### src/rtl/divf32_pkg.sv
// Shared types and constants for the sequential single-precision divider.
// Latency: n/a (declarations only).
// Backpressure: n/a (declarations only).
package divf32_pkg;

    // Quotient bits produced: 24 significant plus one normalization bit.
    localparam int ITER = 25;
    // IEEE-754 single-precision exponent bias.
    localparam int BIAS = 127;

    localparam logic [31:0] QNAN = 32'h7FC0_0000;
    localparam logic [31:0] INF  = 32'h7F80_0000;

    // Final DIV iteration index.
    localparam logic [4:0] LAST_CNT = 5'(ITER - 1);

    typedef enum logic [1:0] {
        ST_IDLE = 2'd0,
        ST_DIV  = 2'd1,
        ST_NORM = 2'd2,
        ST_DONE = 2'd3
    } state_t;

    // Operand class. Denormals are flushed to zero, so a zero exponent
    // alone means zero.
    typedef struct packed {
        logic is_zero;
        logic is_inf;
        logic is_nan;
    } fclass_t;

    function automatic fclass_t classify(input logic [31:0] x);
        fclass_t c;
        c.is_zero = (x[30:23] == 8'h00);
        c.is_inf  = (x[30:23] == 8'hFF) && (x[22:0] == 23'd0);
        c.is_nan  = (x[30:23] == 8'hFF) && (x[22:0] != 23'd0);
        return c;
    endfunction

endpackage

### src/rtl/divf32_step.sv
// One restoring-division step: compare, conditionally subtract, shift left.
// Latency: combinational, zero cycles.
// Backpressure: none; evaluated every cycle, the caller decides when to use it.
module divf32_step (
    input  logic [24:0] i_rem,
    input  logic [23:0] i_mb,
    output logic        o_qbit,
    output logic [24:0] o_rem
);

    logic [24:0] w_mb_ext;
    logic [24:0] w_diff;

    // Partial remainder stays below 2*mb, so the shifted value fits 25 bits.
    always_comb begin
        w_mb_ext = {1'b0, i_mb};
        w_diff   = i_rem - w_mb_ext;
        o_qbit   = (i_rem >= w_mb_ext);
        o_rem    = (o_qbit ? w_diff : i_rem) << 1;
    end

endmodule

### src/rtl/divf32_seq.sv
// Sequential IEEE-754 single divider: specials, 25-step restoring divide, pack.
// Latency: 27 cycles start-to-done on the normal path, 1 cycle for specials.
// Backpressure: none; start is only sampled in IDLE, otherwise dropped.
module divf32_seq
    import divf32_pkg::*;
(
    input  logic        clk,
    input  logic        rst,
    input  logic        start,
    input  logic [31:0] a,
    input  logic [31:0] b,
    output logic        busy,
    output logic        done,
    output logic [31:0] div,
    output logic        dz,
    output logic        inv
);

    state_t        r_state;
    state_t        w_state_nxt;

    logic          r_sign;
    logic [7:0]    r_ea;
    logic [7:0]    r_eb;
    logic [23:0]   r_mb;
    logic [24:0]   r_rem;
    logic [24:0]   r_q;
    logic [4:0]    r_cnt;
    logic [31:0]   r_div;
    logic          r_dz;
    logic          r_inv;

    fclass_t       w_ca;
    fclass_t       w_cb;
    logic          w_sign_in;
    logic          w_special;
    logic [31:0]   w_spec_div;
    logic          w_spec_dz;
    logic          w_spec_inv;

    logic          w_qbit;
    logic [24:0]   w_rem_nxt;

    logic signed [9:0] w_exp_raw;
    logic signed [9:0] w_exp;
    logic [22:0]   w_mant;
    logic [31:0]   w_norm_div;

    // Shared restoring step, reused once per DIV cycle.
    divf32_step u_step (
        .i_rem  (r_rem),
        .i_mb   (r_mb),
        .o_qbit (w_qbit),
        .o_rem  (w_rem_nxt)
    );

    // Special-operand detection on the live inputs, in priority order.
    always_comb begin
        w_ca       = classify(a);
        w_cb       = classify(b);
        w_sign_in  = a[31] ^ b[31];
        w_special  = 1'b1;
        w_spec_div = 32'h0000_0000;
        w_spec_dz  = 1'b0;
        w_spec_inv = 1'b0;
        if (w_ca.is_nan || w_cb.is_nan ||
            (w_ca.is_zero && w_cb.is_zero) ||
            (w_ca.is_inf && w_cb.is_inf)) begin
            w_spec_div = QNAN;
            w_spec_inv = 1'b1;
        end else if (w_cb.is_zero && !w_ca.is_inf) begin
            // finite / zero; inf / zero is an ordinary infinite result
            w_spec_div = {w_sign_in, INF[30:0]};
            w_spec_dz  = 1'b1;
        end else if (w_ca.is_inf) begin
            w_spec_div = {w_sign_in, INF[30:0]};
        end else if (w_ca.is_zero || w_cb.is_inf) begin
            w_spec_div = {w_sign_in, 31'd0};
        end else begin
            w_special  = 1'b0;
        end
    end

    // Exponent/mantissa normalization and packing with truncation.
    always_comb begin
        w_exp_raw = $signed({2'b00, r_ea}) - $signed({2'b00, r_eb})
                  + $signed(10'(BIAS));
        if (r_q[24]) begin
            w_exp  = w_exp_raw;
            w_mant = r_q[23:1];
        end else begin
            w_exp  = w_exp_raw - 10'sd1;
            w_mant = r_q[22:0];
        end
        if (w_exp >= 10'sd255) begin
            w_norm_div = {r_sign, INF[30:0]};
        end else if (w_exp <= 10'sd0) begin
            w_norm_div = {r_sign, 31'd0};
        end else begin
            w_norm_div = {r_sign, w_exp[7:0], w_mant};
        end
    end

    // State register.
    always_ff @(posedge clk) begin
        if (rst) begin
            r_state <= ST_IDLE;
        end else begin
            r_state <= w_state_nxt;
        end
    end

    // Next-state decode and state-derived outputs.
    always_comb begin
        w_state_nxt = r_state;
        busy        = (r_state != ST_IDLE);
        done        = 1'b0;
        case (r_state)
            ST_IDLE: begin
                if (start) begin
                    w_state_nxt = w_special ? ST_DONE : ST_DIV;
                end
            end
            ST_DIV: begin
                if (r_cnt == LAST_CNT) begin
                    w_state_nxt = ST_NORM;
                end
            end
            ST_NORM: begin
                w_state_nxt = ST_DONE;
            end
            ST_DONE: begin
                done        = 1'b1;
                w_state_nxt = ST_IDLE;
            end
            default: begin
                w_state_nxt = ST_IDLE;
            end
        endcase
    end

    // Operand latching, iteration datapath and result registers.
    always_ff @(posedge clk) begin
        if (rst) begin
            r_sign <= 1'b0;
            r_ea   <= 8'd0;
            r_eb   <= 8'd0;
            r_mb   <= 24'd0;
            r_rem  <= 25'd0;
            r_q    <= 25'd0;
            r_cnt  <= 5'd0;
            r_div  <= 32'd0;
            r_dz   <= 1'b0;
            r_inv  <= 1'b0;
        end else begin
            case (r_state)
                ST_IDLE: begin
                    if (start) begin
                        r_sign <= w_sign_in;
                        r_ea   <= a[30:23];
                        r_eb   <= b[30:23];
                        r_mb   <= {1'b1, b[22:0]};
                        r_rem  <= {2'b01, a[22:0]};
                        r_q    <= 25'd0;
                        r_cnt  <= 5'd0;
                        if (w_special) begin
                            r_div <= w_spec_div;
                            r_dz  <= w_spec_dz;
                            r_inv <= w_spec_inv;
                        end
                    end
                end
                ST_DIV: begin
                    // Shifting in MSB-first lands bit k at q[24-k] after 25 steps.
                    r_rem <= w_rem_nxt;
                    r_q   <= {r_q[23:0], w_qbit};
                    r_cnt <= r_cnt + 5'd1;
                end
                ST_NORM: begin
                    r_div <= w_norm_div;
                    r_dz  <= 1'b0;
                    r_inv <= 1'b0;
                end
                default: begin
                end
            endcase
        end
    end

    assign div = r_div;
    assign dz  = r_dz;
    assign inv = r_inv;

endmodule

### config.mk
export PLATFORM = sky130hd
export DESIGN_NAME = divf32_seq
export DESIGN_NICKNAME = d
export VERILOG_FILES = /design/src/rtl/divf32_pkg.sv /design/src/rtl/divf32_step.sv /design/src/rtl/divf32_seq.sv
export SDC_FILE = /design/constraint.sdc
export NUM_CORES = 1
export LEC_CHECK = 0
export ABC_AREA = 1
export CAP_MARGIN = 25
export CORE_MARGIN = 2
export CORE_UTILIZATION = 40
export CTS_BUF_LIST = sky130_fd_sc_hd__clkbuf_8 sky130_fd_sc_hd__clkbuf_16
export CTS_CLUSTER_DIAMETER = 100
export CTS_CLUSTER_SIZE = 28
export DETAILED_ROUTE_END_ITERATION = 8
export PLACE_DENSITY = 0.6
export SKIP_LAST_GASP = 1
export SYNTH_ARGS = -nofsm -noshare
export SYNTH_HDL_FRONTEND = slang
export SYNTH_HIERARCHICAL = 1
export SYNTH_SLANG_ARGS = --single-unit
### constraint.sdc
create_clock -name clk -period 8.1 [get_ports clk]
set_clock_uncertainty 0.05 [all_clocks]
set_input_delay 1.215 -clock clk [delete_from_list [all_inputs] [get_ports clk]]
set_output_delay 1.215 -clock clk [all_outputs]
set_load 0.01 [all_outputs]
==> results.json <==
{
  "synth-seq-cells": 132,
  "grtUsageMet2_pct": 33.3,
  "htree_levels": 4,
  "cts_hold_buf": 0,
  "worstReg2RegEnd": "div[25]",
  "num_rows": 55,
  "irDropWorstVdd_mv": 0.260,
  "grt_usage_pct": 21.3,
  "crit_fanout": 25,
  "gp_congestion": 0.854,
  "critPathBufInv": 2,
  "post-synth-top-area-fraction_pct": 28.7,
  "rsz0062_at_grt": "false",
  "placed_cell_area_sq_mm": 0.0103,
  "arrival_ps": 4400,
  "n_antenna_cell": 0,
  "status": "complete, no violations",
  "crit_type": "input pin to flip-flop",
  "hold_viol": 0,
  "synth_edf_count": 0,
  "vias": 9097,
  "synthCells": 1449,
  "dp.final_hpwl_mm": 18.1,
  "max_freq_mhz": 241,
  "async_reset_ff_share_pct": 0,
  "grt_pass1_wl_mm": 42.5,
  "clk_pin_slew_ps": 70,
  "seq_area_frac_synth_pct": 28.7,
  "ctsResizeCount": 0,
  "start_kind": "input pin",
  "p_per_area_mw_per_mm2": 456,
  "slew_headroom_pct": 41.3,
  "cp_common_cell": "nand2_1",
  "r2r_cells": 10,
  "period_share_pct": 51.2,
  "die_w_um": 156,
  "cap_violations": 0,
  "cts_buffers": 17,
  "slew_violations": 0,
  "ys.flop_type": "dfxtp_1",
  "crit_chain": "clkdlybuf4s50_1, or2_1, nor4_1, nand4_1, nand2_1, nor2_1, nand2_1, nand2_1, o21ai_2, inv_2, a21oi_2, a21oi_1",
  "wl_per_cell_um": 13.9,
  "cts_tree": "yes",
  "insertion_delay_ps": 430,
  "drtAntennaViolNets": 0,
  "cts_root_buffer": "clkbuf_16",
  "io-pin-count": 103,
  "setup_viol": 0,
  "tightest_slew_ps": 878,
  "areaGrowthSynthToFinish_pct": 19.1,
  "via_per_inst": 5.00,
  "cts.sinks": 132,
  "netlist_area_sq_mm": 0.00921,
  "min_from": "r_eb[6]",
  "grt_max_degree": 78,
  "reg2reg_from": "r_state[0]",
  "yosysWarnings": 6,
  "r2r_slack_ps": 4600,
  "drt_wl_total_mm": 25.3,
  "grt_overflow": 0,
  "drc": 0,
  "synth_common_cells": "nand2_1, inv_1, dfxtp_1",
  "core_area_sq_mm": 0.0226,
  "path_delay_family": "simple AND/OR/NAND/NOR gates",
  "drive_gt1_share_pct": 9.26,
  "grt_use_met1_pct": 31.0,
  "power.leakage_nw": 4.99,
  "grtUsageMet3_pct": 2.86,
  "initial_core_util_pct": 40.7,
  "path_depth": 12,
  "required_ps": 8350,
  "die_area_sq_mm": 0.0242,
  "fin_area_sq_mm": 0.0110,
  "portBuffers": 102,
  "post-cts-setup-buffers": 0,
  "period_needed_ps": 4150,
  "clockBufferDepth": 2,
  "grt_pass1_vias": 8672,
  "holdPathStages": 2,
  "critPathCaptureType": "flip-flop",
  "max_stage_delay_ps": 690,
  "post-route-util_pct": 48.4,
  "yosys.area.top_type": "dfxtp_1",
  "firstDrtPassIters": 7,
  "post-synth-top-count-cell": "nand2_1",
  "syn-num-nets": 1558,
  "synthTopCellsByArea": "dfxtp_1, nand2_1, inv_1, ha_1, a21oi_1",
  "setup-tns-final_ps": 0,
  "grt.busiest_layer": "met2",
  "synth.avg_cell_area_sq_um": 6.35,
  "fin_nets": 1629,
  "crit_slowest_cell": "nor4_1",
  "fp.dieH_um": 156,
  "hold_path_end": "r_eb[6]",
  "hold_class": "flip-flop to flip-flop",
  "drt-initial-drc-count": 588,
  "ys_types": 49,
  "antenna_found_initial": 0
}
==> kinds of logic (layout without fill, tap and decap cells) <==
logic type	count (synthesis)	in the layout	share of synthesized area [%]
fa+ha+maj	42	42	5.87
xor+xnor	14	14	1.33
other cells	1	1	0.0407
simple gates	767	767	37.9
flops	132	132	28.7
compound gates	238	238	14.6
buf+inv	255	339	11.5
==> area by class of cell <==
cell class	instances	area, sq um
fillers	2342	11700
well taps	285	357
clock buffers	17	425
clock inverters	15	204
flip-flops and latches	132	2640
inverters	198	746
multi-input cells	1062	5520
repair buffers	109	1070
==> state kept, by name (all words and copies together) (netlist names) <==
| signal | cells |
|---|---|
| div | 32 |
| r_q | 25 |
| r_rem | 25 |
| r_mb | 24 |
| r_ea | 8 |
| r_eb | 8 |
| r_cnt | 5 |
| r_state | 2 |
| dz | 1 |
| inv | 1 |
| r_sign | 1 |
==> worst max-delay path by stage <==
stage | startpoint | end
after floorplan | a[8] | div[16]
after global placement | a[4] | div[29]
after detailed placement | a[4] | div[25]
after CTS | a[4] | div[25]
after global routing | a[4] | div[26]
final | a[4] | div[25]
==> cells in the final DEF (no fill, tap or decap), drive strengths merged, types with 8 or more instances in the layout <==
cell type and instances:
inv 207, nand2 510, a21oi 118, buf 8, nor3 9, ha 40, nor2 93, o21ai 92
a31oi 24, nand3 96, xor2 11, nand4 43, clkbuf 17, dfxtp 132, clkdlybuf4s50 101
==> tightest hold or removal path: stages, from the launching register on <==
cell and delay (ps):
dfxtp_1 300, inv_1 70, a21oi_1 60
==> metal layers <==
layer	up-vias	wire length [um]
met4	0	262
li1	4792	-
met5	-	0
met3	21	976
met2	176	10700
met1	4108	13300
==> stage by stage <==
stage	setup slack [ps]	power (mW)	cells	hold WS [ps]
4_1_cts	4070	5.01	1818	414
5_1_grt	3670	5.52	1818	444
6_report	3950	5.00	1818	418
2_1_floorplan	5120	3.58	1449	383
3_3_place_gp	3680	4.14	1786	398
3_5_place_dp	3630	4.16	1786	404
==> power by group <==
group          internal (mW)  leakage (nW)  switching, mW
Combinational           1.06          3.60           2.23
Clock                  0.476         0.310          0.350
Sequential             0.790          1.08         0.0905
Power figures use the tool's default switching activity.
